`config.mk`:
```
export PLATFORM = sky130hd
export DESIGN_NAME = varredura_display
export DESIGN_NICKNAME = d
export VERILOG_FILES = /design/src/rtl/varredura_pkg.sv /design/src/rtl/varredura_display_prescaler_tick.sv /design/src/rtl/varredura_display.sv
export SDC_FILE = /design/constraint.sdc
export NUM_CORES = 1
export LEC_CHECK = 0
export ABC_AREA = 0
export CAP_MARGIN = 20
export CELL_PAD_IN_SITES_DETAIL_PLACEMENT = 0
export CELL_PAD_IN_SITES_GLOBAL_PLACEMENT = 2
export CORE_ASPECT_RATIO = 0.9
export CORE_MARGIN = 10
export CORE_UTILIZATION = 33
export DETAILED_ROUTE_END_ITERATION = 8
export GPL_ROUTABILITY_DRIVEN = 0
export PLACE_DENSITY_LB_ADDON = 0.1
export RECOVER_POWER = 50
export SYNTH_ARGS = -nofsm -noshare
export SYNTH_HDL_FRONTEND = slang
export SYNTH_SLANG_ARGS = --single-unit
```
`constraint.sdc`:
```
create_clock -name clk -period 2.7 [get_ports clk]
set_clock_uncertainty 0.1 [all_clocks]
set_input_delay 0.405 -clock clk [delete_from_list [all_inputs] [get_ports clk]]
set_output_delay 0.405 -clock clk [all_outputs]
set_load 0.02 [all_outputs]
```
`src/rtl/varredura_pkg.sv`:
```
// Shared types and constants for the multiplexed 4-digit display scanner.
// Holds the anode-off pattern, digit count, digit index type and blanking helper.
package varredura_pkg;

   localparam logic [3:0] AN_OFF = 4'b1111;
   localparam int         NDIG   = 4;

   typedef logic [1:0] dig_idx_t;

   // Bit i set when digit i is a leading zero (it and every higher digit are 0).
   function automatic logic [3:0] lz_mask(input logic [3:0][3:0] sh);
      logic [3:0] m;
      m[3] = (sh[3] == 4'd0);
      m[2] = m[3] && (sh[2] == 4'd0);
      m[1] = m[2] && (sh[1] == 4'd0);
      m[0] = 1'b0;
      return m;
   endfunction

endpackage

```
`src/rtl/varredura_display_prescaler_tick.sv`:
```
// Digit-period prescaler: counts 0..DIV-1 on enabled cycles and flags the
// last count so the scanner advances exactly once per DIV enabled cycles.
module prescaler_tick #(
   parameter int DIV = 50000
) (
   input  logic clk,
   input  logic rst,
   input  logic en,
   output logic adv
);

   localparam int CW = (DIV > 1) ? $clog2(DIV) : 1;
   localparam logic [CW-1:0] LAST = CW'(DIV - 1);

   logic [CW-1:0] cnt;

   assign adv = en && (cnt == LAST);

   always_ff @(posedge clk) begin
      if (rst) begin
         cnt <= '0;
      end else if (en) begin
         cnt <= adv ? '0 : cnt + CW'(1);
      end
   end

endmodule

```
`src/rtl/varredura_display.sv`:
```
// Four-digit multiplexed display scanner with per-frame digit capture,
// optional leading-zero blanking and registered, edge-aligned outputs.
module varredura_display
   import varredura_pkg::*;
#(
   parameter int DIV  = 50000,
   parameter int NDIG = 4
) (
   input  logic       clk,
   input  logic       rst,
   input  logic       en,
   input  logic       blank_lz,
   input  logic [3:0] dig0,
   input  logic [3:0] dig1,
   input  logic [3:0] dig2,
   input  logic [3:0] dig3,
   output logic       A,
   output logic       B,
   output logic       C,
   output logic       D,
   output logic [3:0] an,
   output logic [1:0] dig_sel,
   output logic       tick
);

   if (NDIG != varredura_pkg::NDIG) begin : g_ndig_check
      $error("varredura_display: NDIG must be 4");
   end
   if (DIV < 2 || DIV > (1 << 20)) begin : g_div_check
      $error("varredura_display: DIV out of range 2..2^20");
   end

   logic             adv;
   logic             load_pend;
   dig_idx_t         sel_q;
   dig_idx_t         next_sel;
   logic             frame_start;
   logic [3:0][3:0]  sh_q;
   logic [3:0][3:0]  sh_next;
   logic [3:0]       lz;
   logic [3:0]       an_next;

   prescaler_tick #(.DIV(DIV)) u_prescaler (
      .clk (clk),
      .rst (rst),
      .en  (en),
      .adv (adv)
   );

   // Outputs are computed from the post-edge digit and the post-edge shadows,
   // so a freshly captured dig0 is shown on the very edge it is latched.
   always_comb begin
      frame_start = en && ((adv && (sel_q == dig_idx_t'(3))) || load_pend);
      next_sel    = adv ? sel_q + dig_idx_t'(1) : sel_q;
      sh_next     = frame_start ? {dig3, dig2, dig1, dig0} : sh_q;
      lz          = lz_mask(sh_next);
      an_next     = ~(4'b0001 << next_sel);
      if (blank_lz && lz[next_sel]) begin
         an_next = AN_OFF;
      end
   end

   always_ff @(posedge clk) begin
      if (rst) begin
         sel_q        <= '0;
         sh_q         <= '0;
         {A, B, C, D} <= 4'd0;
         an           <= AN_OFF;
         tick         <= 1'b0;
         load_pend    <= 1'b1;
      end else begin
         tick      <= adv;
         load_pend <= load_pend && !en;
         if (en) begin
            sel_q        <= next_sel;
            sh_q         <= sh_next;
            {A, B, C, D} <= sh_next[next_sel];
            an           <= an_next;
         end else begin
            an <= AN_OFF;
         end
      end
   end

   assign dig_sel = sel_q;

endmodule

```
==> impl_metrics.json <==
{
  "antenna-diode-count": 0,
  "criticalPathCategory": "flop to flop",
  "cts_tree": "done",
  "crit_required_ns": 2.77,
  "fillers": 672,
  "fmax_mhz": 415.7,
  "cts-resized-gates": 0,
  "drv_slew": 0,
  "synthDistinctLibCells": 48,
  "clockBufferDepth": 2,
  "hp-class": "flop to flop",
  "first_pass_iters": 4,
  "cts_buffers": 5,
  "power_per_cell_area_mw_per_mm2": 467.8,
  "clock_latency_ns": 0.30,
  "dpl_cell_area_mm2": 0.002709,
  "swShare_pct": 24.20,
  "design_area_mm2": 0.002763,
  "status": "completed",
  "cts.sinks": 44,
  "end_kind": "flop",
  "syn_area_per_cell_um2": 8.788,
  "wl_per_cell_um": 16.25,
  "grt_setup_unrepaired": "false",
  "pwr-share-comb_pct": 12.7,
  "routed_via_density": 4.948,
  "period_needed_ns": 2.406,
  "die_h_um": 97.87,
  "dp.final_hpwl_um": 4652,
  "startpoint": "u_prescaler.cnt[0]",
  "layout-drive-gt1-share_pct": 11.15,
  "r2r_cells": 8,
  "ys.warnings.count": 0,
  "final_net_count": 318,
  "power.switching_uw": 312.7,
  "setup.worst_path.end": "an[1]",
  "post_cts_buffers": 0,
  "grt_pass1_vias": 1873,
  "r2r-end": "an[1]",
  "route.detailed.drc": 0,
  "fp.dieW_um": 106.5,
  "synth_area_mm2": 0.002223,
  "syn-num-nets": 275,
  "p_seq_share_pct": 53.1,
  "ioPinCount": 31,
  "grt_max_degree": 22,
  "routed_wl_um": 6272,
  "ir_drop_uv": 208.5,
  "internal_power_uw": 979.6,
  "drt_iter0_drc": 104,
  "grt_pass1_wl_um": 10060,
  "hold_viol": 0,
  "drv_cap": 0,
  "vias": 1910,
  "area_delta_synth_final_pct": 24.25,
  "tightest_slew_ns": 0.5154,
  "yosysSeqAreaShare_pct": 39.62,
  "grt_usage_pct": 12.06,
  "die-area_mm2": 0.01043,
  "ys_ff_latch": 44,
  "worstHoldStart": "load_pend",
  "clock_power_share_pct": 34.2,
  "port_buffers": 30,
  "path_max_fanout": 7,
  "relSlewSlack_pct": 65.56,
  "rows": 28,
  "r2r-start": "u_prescaler.cnt[0]",
  "h-tree-depth": 2,
  "antenna_found_initial": 0,
  "p_leak_nw": 1.022,
  "worstPathArrival_ns": 2.48,
  "hold_buffers": 0,
  "antenna_left": 0,
  "grt-ovfl-total": 0,
  "fin_setup_tns_ns": 0,
  "coreArea_mm2": 0.006551,
  "clkSlewWorstSetupHoldPaths_ns": 0.08,
  "start_kind": "flop",
  "finalCritPeriodShare_pct": 89.10,
  "netlist_instances": 253,
  "cts_root_buf": "clkbuf_8",
  "r2r_slack_ns": 0.29,
  "start_util_pct": 33.94,
  "setup_viol": 0
}
## synth_stat cells (all sizes together)
library cell,count,area (um2)
and4,3,28.78
o21ai,4,31.28
nand2b,10,62.56
a211oi,3,27.52
o21a,2,15.01
inv,4,15.01
dfxtp,44,880.8
nor4bb,1,10.01
or3,7,43.79
xnor2,4,42.55
o32ai,1,8.760
a311oi,1,8.760
o41ai,2,17.52
mux2i,11,122.6
clkbuf,8,30.03
o211ai,4,35.03
a21o,1,7.510
o221a,3,33.78
nand4,6,52.55
and4b,1,10.01
o22a,1,8.760
nor4b,2,47.55
and2,1,6.260
xor2,8,70.07
mux2,4,45.04
o21bai,1,7.510
nor4,4,25.02
ha,2,25.02
nor3b,2,15.01
a21oi,21,105.1
a31oi,2,12.51
nand3,7,35.03
nor3,4,20.02
o221ai,1,8.760
buf,5,52.55
nand2,40,150.1
nor2,28,105.1
## through the flow
stage	hold WS (ns)	power, mW	util, %	cells	worst slack, ns
2_1_floorplan	0.3284	0.7888	-	253	0.4149
3_3_place_gp	0.3460	0.8689	41.35	379	0.07798
3_5_place_dp	0.3459	0.8669	41.35	379	0.08432
4_1_cts	0.3657	1.316	42.82	386	0.3831
5_1_grt	0.3899	1.358	42.17	386	0.1256
6_report	0.3633	1.292	42.17	386	0.2943
## power by group through the flow
stage          Combinational (mW)  Sequential [mW]  Clock [mW]
2_1_floorplan              0.0870            0.702           0
4_1_cts                     0.167            0.686       0.463
3_3_place_gp                0.167            0.702           0
5_1_grt                     0.182            0.688       0.488
6_report                    0.164            0.686       0.442
3_5_place_dp                0.166            0.701           0
## layout make-up
class	instances	area, um2	share of cell area (%)
Clock buffer	7	96.34	3.487
Inverter	4	15.01	0.5435
Multi-Input combinational cell	192	1217	44.07
Sequential cell	44	880.8	31.88
Tap cell	90	112.6	4.076
Timing Repair Buffer	49	440.4	15.94
## worst max-delay path, cell delays in order (launching register included)
cell and delay [ns]:
dfxtp_1 0.38, ha_1 0.18, and4_1 0.26, and4_4 0.28
mux2i_1 0.30, clkbuf_1 0.35, nand2_1 0.09, a31oi_1 0.24
o21bai_1 0.09
## worst min-delay path by stage
stage / endpoint / cells after the start
floorplan: sh_q[1] / 2
global placement: load_pend / 1
detailed placement: load_pend / 1
CTS: load_pend / 1
global route: load_pend / 1
finish: load_pend / 1
## logic make-up after synthesis
family,share of synthesized area (%)
xor gates and xnor gates,5.065
adders and majority gates,1.125
DFF,39.62
AOI/OAI and AO/OA,14.74
buffers and inverters,4.389
muxes,7.541
and+or+nand+nor,27.52
## placed cells by master, fill, tap and decap left out, drive strengths merged, types with 4 or more instances in the layout
cell type and instances:
a21oi 21, buf 15, clkbuf 11, clkdlybuf4s50 20
dfxtp 44, dlygate4sd3 10, inv 4, mux2 4
mux2i 11, nand2 40, nand2b 10, nand3 7
nand4 6, nor2 28, nor3 4, nor4 4
o211ai 4, o21ai 4, or3 7, xnor2 4
xor2 8
## sequential cells by signal (all words and copies together), names as in the netlist
| signal | flops |
|---|---|
| tick | 1 |
| sh_q | 16 |
| D | 1 |
| C | 1 |
| B | 1 |
| dig_sel | 2 |
| an | 4 |
| A | 1 |
| u_prescaler.cnt | 16 |
| load_pend | 1 |
## routing by layer
| layer | GRT usage, % | part of all wire, % |
|---|---|---|
| met1 | 17.83 | 55 |
| met2 | 16.30 | 39 |
| met3 | 3.285 | 4.5 |
| met4 | 3.642 | 1.2 |
| met5 | 0 | 0 |
No activity file was read; power rests on OpenSTA's default activity.
